`config.mk`:
```
export PLATFORM = sky130hd
export DESIGN_NAME = booth_mul_seq
export DESIGN_NICKNAME = d
export VERILOG_FILES = /design/src/rtl/booth_pkg.sv /design/src/rtl/booth_pp_sel.sv /design/src/rtl/booth_mul_seq.sv
export SDC_FILE = /design/constraint.sdc
export NUM_CORES = 1
export LEC_CHECK = 0
export ABC_AREA = 1
export BUFFER_PORTS_ARGS = -buffer_cell sky130_fd_sc_hd__buf_2
export CAP_MARGIN = 10
export CORE_MARGIN = 5
export CORE_UTILIZATION = 35
export DETAILED_ROUTE_END_ITERATION = 8
export SLEW_MARGIN = 0
export SYNTH_ARGS = -nofsm -noshare
export SYNTH_HDL_FRONTEND = slang
export SYNTH_SLANG_ARGS = --single-unit
```
`constraint.sdc`:
```
create_clock -name clk -period 7.6 [get_ports clk]
set_clock_uncertainty 0.05 [all_clocks]
set_input_delay 0.38 -clock clk [delete_from_list [all_inputs] [get_ports clk]]
set_output_delay 0.38 -clock clk [all_outputs]
set_load 0.03 [all_outputs]
```
`src/rtl/booth_pkg.sv`:
```
// rtl/booth_pkg.sv - Radix-4 Booth digit encodings and FSM state type for booth_mul_seq.
package booth_pkg;

  typedef enum logic [1:0] {
    ST_IDLE = 2'd0,
    ST_RUN  = 2'd1,
    ST_DONE = 2'd2
  } state_t;

  // Bit 2 flags a negative digit, bits 1:0 give the magnitude.
  localparam logic [2:0] BD_ZERO = 3'b000;
  localparam logic [2:0] BD_P1   = 3'b001;
  localparam logic [2:0] BD_P2   = 3'b010;
  localparam logic [2:0] BD_N1   = 3'b101;
  localparam logic [2:0] BD_N2   = 3'b110;

endpackage

```
`src/rtl/booth_pp_sel.sv`:
```
// rtl/booth_pp_sel.sv - Booth digit recoding and partial-product selection.
// Negative digits come out bit-inverted; the caller adds o_neg as carry-in.
module booth_pp_sel
  import booth_pkg::*;
#(
  parameter int PW = 18
) (
  input  logic [2:0]    i_bits,
  input  logic [PW-1:0] i_mcand,
  output logic [PW-1:0] o_pp,
  output logic          o_neg
);

  logic [2:0]    w_digit;
  logic [PW-1:0] w_mult;

  always_comb begin
    w_digit = BD_ZERO;
    case (i_bits)
      3'b001, 3'b010: w_digit = BD_P1;
      3'b011:         w_digit = BD_P2;
      3'b100:         w_digit = BD_N2;
      3'b101, 3'b110: w_digit = BD_N1;
      default:        w_digit = BD_ZERO;
    endcase
  end

  always_comb begin
    w_mult = '0;
    case (w_digit[1:0])
      2'b01:   w_mult = i_mcand;
      2'b10:   w_mult = {i_mcand[PW-2:0], 1'b0};
      default: w_mult = '0;
    endcase
  end

  assign o_neg = w_digit[2];
  assign o_pp  = w_digit[2] ? ~w_mult : w_mult;

endmodule

```
`src/rtl/booth_mul_seq.sv`:
```
// rtl/booth_mul_seq.sv - Sequential radix-4 Booth multiplier, one digit per cycle, valid/ready handshake.
// Define BOOTH_MUL_EARLY_TERM_EN to finish as soon as the remaining digits are all zero.
module booth_mul_seq
  import booth_pkg::*;
#(
  parameter int DWIDTH = 24
) (
  input  logic                clk,
  input  logic                rst_n,
  input  logic                in_valid,
  output logic                in_ready,
  input  logic [DWIDTH-1:0]   in_a,
  input  logic [DWIDTH-1:0]   in_b,
  input  logic                in_signed,
  output logic                out_valid,
  input  logic                out_ready,
  output logic [2*DWIDTH-1:0] out_p,
  output logic                busy
);

  localparam int MW   = 2 * ((DWIDTH + 2) / 2);
  localparam int ITER = MW / 2;
  localparam int PW   = 2 * DWIDTH + 2;
  localparam int CW   = $clog2(ITER + 1);

  state_t        r_state;
  state_t        w_state_nxt;
  logic [PW-1:0] r_mcand;
  logic [PW-1:0] r_acc;
  logic [MW-1:0] r_mul;
  logic          r_prev;
  logic [CW-1:0] r_cnt;

  logic [PW-1:0] w_a_ext;
  logic [MW-1:0] w_b_ext;
  logic [PW-1:0] w_pp;
  logic          w_neg;
  logic [PW-1:0] w_acc_sum;
  logic [MW-1:0] w_mul_sh;
  logic          w_accept;
  logic          w_run_done;

  assign in_ready  = (r_state == ST_IDLE) | ((r_state == ST_DONE) & out_ready);
  assign w_accept  = in_valid & in_ready;
  assign out_valid = (r_state == ST_DONE);
  assign busy      = (r_state != ST_IDLE);
  assign out_p     = r_acc[2*DWIDTH-1:0];

  assign w_a_ext  = {{(PW-DWIDTH){in_signed & in_a[DWIDTH-1]}}, in_a};
  assign w_b_ext  = {{(MW-DWIDTH){in_signed & in_b[DWIDTH-1]}}, in_b};
  assign w_mul_sh = {{2{r_mul[MW-1]}}, r_mul[MW-1:2]};

  booth_pp_sel #(
    .PW (PW)
  ) u_pp_sel (
    .i_bits  ({r_mul[1:0], r_prev}),
    .i_mcand (r_mcand),
    .o_pp    (w_pp),
    .o_neg   (w_neg)
  );

  // Carry-in completes the two's-complement negation of inverted multiples.
  assign w_acc_sum = r_acc + w_pp + {{(PW-1){1'b0}}, w_neg};

`ifdef BOOTH_MUL_EARLY_TERM_EN
  logic [MW:0] w_rem;
  assign w_rem      = {w_mul_sh, r_mul[1]};
  assign w_run_done = (r_cnt == CW'(ITER - 1)) | (&w_rem) | ~(|w_rem);
`else
  assign w_run_done = (r_cnt == CW'(ITER - 1));
`endif

  always_ff @(posedge clk or negedge rst_n) begin
    if (!rst_n) begin
      r_state <= ST_IDLE;
    end else begin
      r_state <= w_state_nxt;
    end
  end

  always_comb begin
    w_state_nxt = r_state;
    case (r_state)
      ST_IDLE: if (in_valid) w_state_nxt = ST_RUN;
      ST_RUN:  if (w_run_done) w_state_nxt = ST_DONE;
      ST_DONE: if (out_ready) w_state_nxt = in_valid ? ST_RUN : ST_IDLE;
      default: w_state_nxt = ST_IDLE;
    endcase
  end

  always_ff @(posedge clk or negedge rst_n) begin
    if (!rst_n) begin
      r_mcand <= '0;
      r_acc   <= '0;
      r_mul   <= '0;
      r_prev  <= 1'b0;
      r_cnt   <= '0;
    end else if (w_accept) begin
      r_mcand <= w_a_ext;
      r_acc   <= '0;
      r_mul   <= w_b_ext;
      r_prev  <= 1'b0;
      r_cnt   <= '0;
    end else if (r_state == ST_RUN) begin
      r_acc   <= w_acc_sum;
      r_mcand <= {r_mcand[PW-3:0], 2'b00};
      r_mul   <= w_mul_sh;
      r_prev  <= r_mul[1];
      r_cnt   <= r_cnt + CW'(1);
    end
  end

endmodule

```
==> flow_summary.toml <==
[synthesis]
muxShareOfSynthArea_pct = 0
syn_area_um2 = 9780
synthCells = 1413
synthArstFlopShare_pct = 100
synth_top_family_by_area = "simple AND/OR/NAND/NOR gates"
synthTopCellsByCount = "nand2_1, inv_1, dfrtp_1, nor2_1, a21oi_1"
avgSynthCellArea_um2 = 6.92
synth_top_area_share_pct = 33.0
synth-xor-area-share_pct = 4.93
yosys.area_share.simple_pct = 25.6
synth_warnings = 0
ys_ff_latch = 129
synth_cell_types = 36
syn-num-nets = 1523
yosys_most_used_dff = "dfrtp_1"
synth_compound_area_share_pct = 17.9
synth.most_common_cell = "nand2_1"
seq_area_frac_synth_pct = 33.0
synth_edf_count = 0
yosys.area_share.adder_pct = 7.37
synthTopCellsByArea = "dfrtp_1, nand2_1, inv_1, ha_1, o221ai_1"
synth_top_cell_by_area = "dfrtp_1"

[route]
drt-wirelength-per-cell_um = 17.2
via_per_inst = 5.13
antenna_left = 0
finalWirelength_um = 32500
met1_length_um = 15300
highest_layer = "met4"
met3_length_um = 2070
via_count = 9678
drcViolationCount = 0
initialDrtViolationCount = 970
dr.pass1.iters = 7
routed-wl-met2_um = 14300

[worst_setup_path]
critical_path.top_delay_family = "simple AND/OR/NAND/NOR gates"
path_cells = "nand2_1 -> inv_1 -> a21oi_1 -> inv_1 -> ha_1 -> inv_1 -> nand2_1 -> buf_4 -> o22ai_1 -> xor2_1 -> ha_1 -> nand2_1 -> nor2_1 -> inv_1 -> nor3_1 -> nand2_1 -> nor2_1 -> o21ai_0 -> nand3_1 -> nand2_1 -> nand3_1 -> nand2_1"
cp.arrival_ns = 4.46
cp_slowest_cell = "ha_1"
required_ns = 7.87
ff2ff_setup_slack_ns = 3.40
crit_type = "register to register"
worstPathMaxFanout = 47
crit_path_end_kind = "register"
crit_path_frequent_cell = "nand2_1"
worst_setup_path_start_kind = "register"
cp_num_buf_inv = 5
cp_slowest_stage_delay_ns = 0.50

[clocking]
cts_buffers = 17
cts_sinks = 129
cts.path.max_buffers = 2
clock_latency_ns = 0.43
htreeDepth = 4
cts_tree = "built"
cts-root-buf = "clkbuf_16"
cts.clk_slew.worst_paths_ns = 0.06

[global_routing]
grtUsageTotal_pct = 21.0
antenna_found_initial = 0
overflow = 0
grt_max_degree = 68
grt_pass1_wl_um = 51500
grt_pass1_vias = 9396

[hold_path]
hold_path.class = "primary input to register"

[sta]
min_period_ns = 4.20
setup-violations-final = 0
rsz0062_at_grt = "false"
relSlewSlack_pct = 18.2
worst_pin_slew_ns = 1.23
period_share_pct = 55.2
setup_tns_ns = 0
max_freq_ghz = 0.238
slew_violations = 0
hold_violations = 0
holdWs_ns = 0.107
worst_slack_ns = 3.40

[placement]
port_buffers = 103
dpl.hpwl_um = 25300
gp_congestion = 0.995
placedInstanceArea_um2 = 10600
post-place-ws_ns = 3.46

[layout]
nNetsFinal = 1606
area_delta_synth_final_pct = 14.4
drive_gt1_share_pct = 10.8
fillers = 2951
final_area_um2 = 11200
diodes = 0

[floorplan]
core_area_um2 = 27700
die_y_um = 177
die-area_um2 = 31400
die_w_um = 177
row_count = 61
ios = 104
start_util_pct = 35.3

[flow_run]
maxCapViolCount = 0

[outcome]
status = "completed"
## metal layers
metal / track usage, % / up-vias
met5: 0 / -
met2: 32.6 / 367
met1: 30.4 / 4456
li1: - / 4810
met4: 5.67 / 0
met3: 3.23 / 45
## state kept, by name, indices dropped and copies added, names as in the netlist
signal,flops
r_mcand,48
r_prev,1
r_acc,48
r_state,2
r_cnt,4
r_mul,26
## cell usage in the layout (no fill, tap or decap), drive strengths merged, types with 4 or more instances in the layout
cell type	count
nand4	16
nor2	93
clkinv	4
xor2	47
nand3	52
ha	56
a21oi	71
o22ai	49
dfrtp	129
o221ai	67
inv	235
o21bai	7
nor3	16
o21ai	75
nand2	437
buf	110
clkbuf	19
xnor2	8
## worst register-to-register path, stage by stage, from the launching register on
cell and delay, ns:
dfrtp_1 0.40, nand2_1 0.11, inv_1 0.06, a21oi_1 0.18, inv_1 0.06, ha_1 0.29, inv_1 0.06, nand2_1 0.05
buf_4 0.42, o22ai_1 0.18, xor2_1 0.20, ha_1 0.50, nand2_1 0.14, nor2_1 0.19, inv_1 0.08, nor3_1 0.31
nand2_1 0.14, nor2_1 0.10, o21ai_0 0.21, nand3_1 0.16, nand2_1 0.06, nand3_1 0.06, nand2_1 0.06
## logic make-up after synthesis
| kind of cell | count (synthesis) |
|---|---|
| AO/OA/AOI/OAI | 276 |
| XOR/XNOR | 55 |
| adder cells (fa/ha/maj) | 57 |
| buffers and inverters | 276 |
| flip-flops | 129 |
| AND/OR/NAND/NOR | 620 |
## final timing paths
| kind | startpoint | end | cells past startpoint |
|---|---|---|---|
| min | in_b[12] | r_mul[12] | 3 |
| min reg2reg | r_mul[25] | r_mul[25] | 2 |
| max in group asynchronous | rst_n | r_mcand[46] | 3 |
| min in group asynchronous | rst_n | r_acc[14] | 2 |
| max | r_prev | r_acc[41] | 22 |
| max reg2reg | r_prev | r_acc[41] | 22 |
## metrics by stage
step | std cells | util [%]
finish | 1887 | 40.4
floorplan | 1413 | -
global placement | 1854 | 38.2
CTS | 1887 | 40.4
detailed placement | 1854 | 38.2
global route | 1887 | 40.4
## layout make-up
type	count	area [µm²]	share of cell area, %
inverter	229	860	7.68
timing repair buffer	111	584	5.22
tap	378	473	4.23
clock buffer	19	433	3.87
multi-input combinational	1008	5460	48.8
clock inverter	13	151	1.35
sequential	129	3230	28.9
## repair_timing
| action | in CTS | in global routing |
|---|---|---|
| hold buffers | 1 | 0 |
| hold endpoints to repair | 62 | 0 |
| buffers inserted | 0 | 0 |
| resized for setup | 0 | 0 |
Power is not shown: default switching activity piles up to over one toggle a cycle in this logic, so the estimate is an artifact.
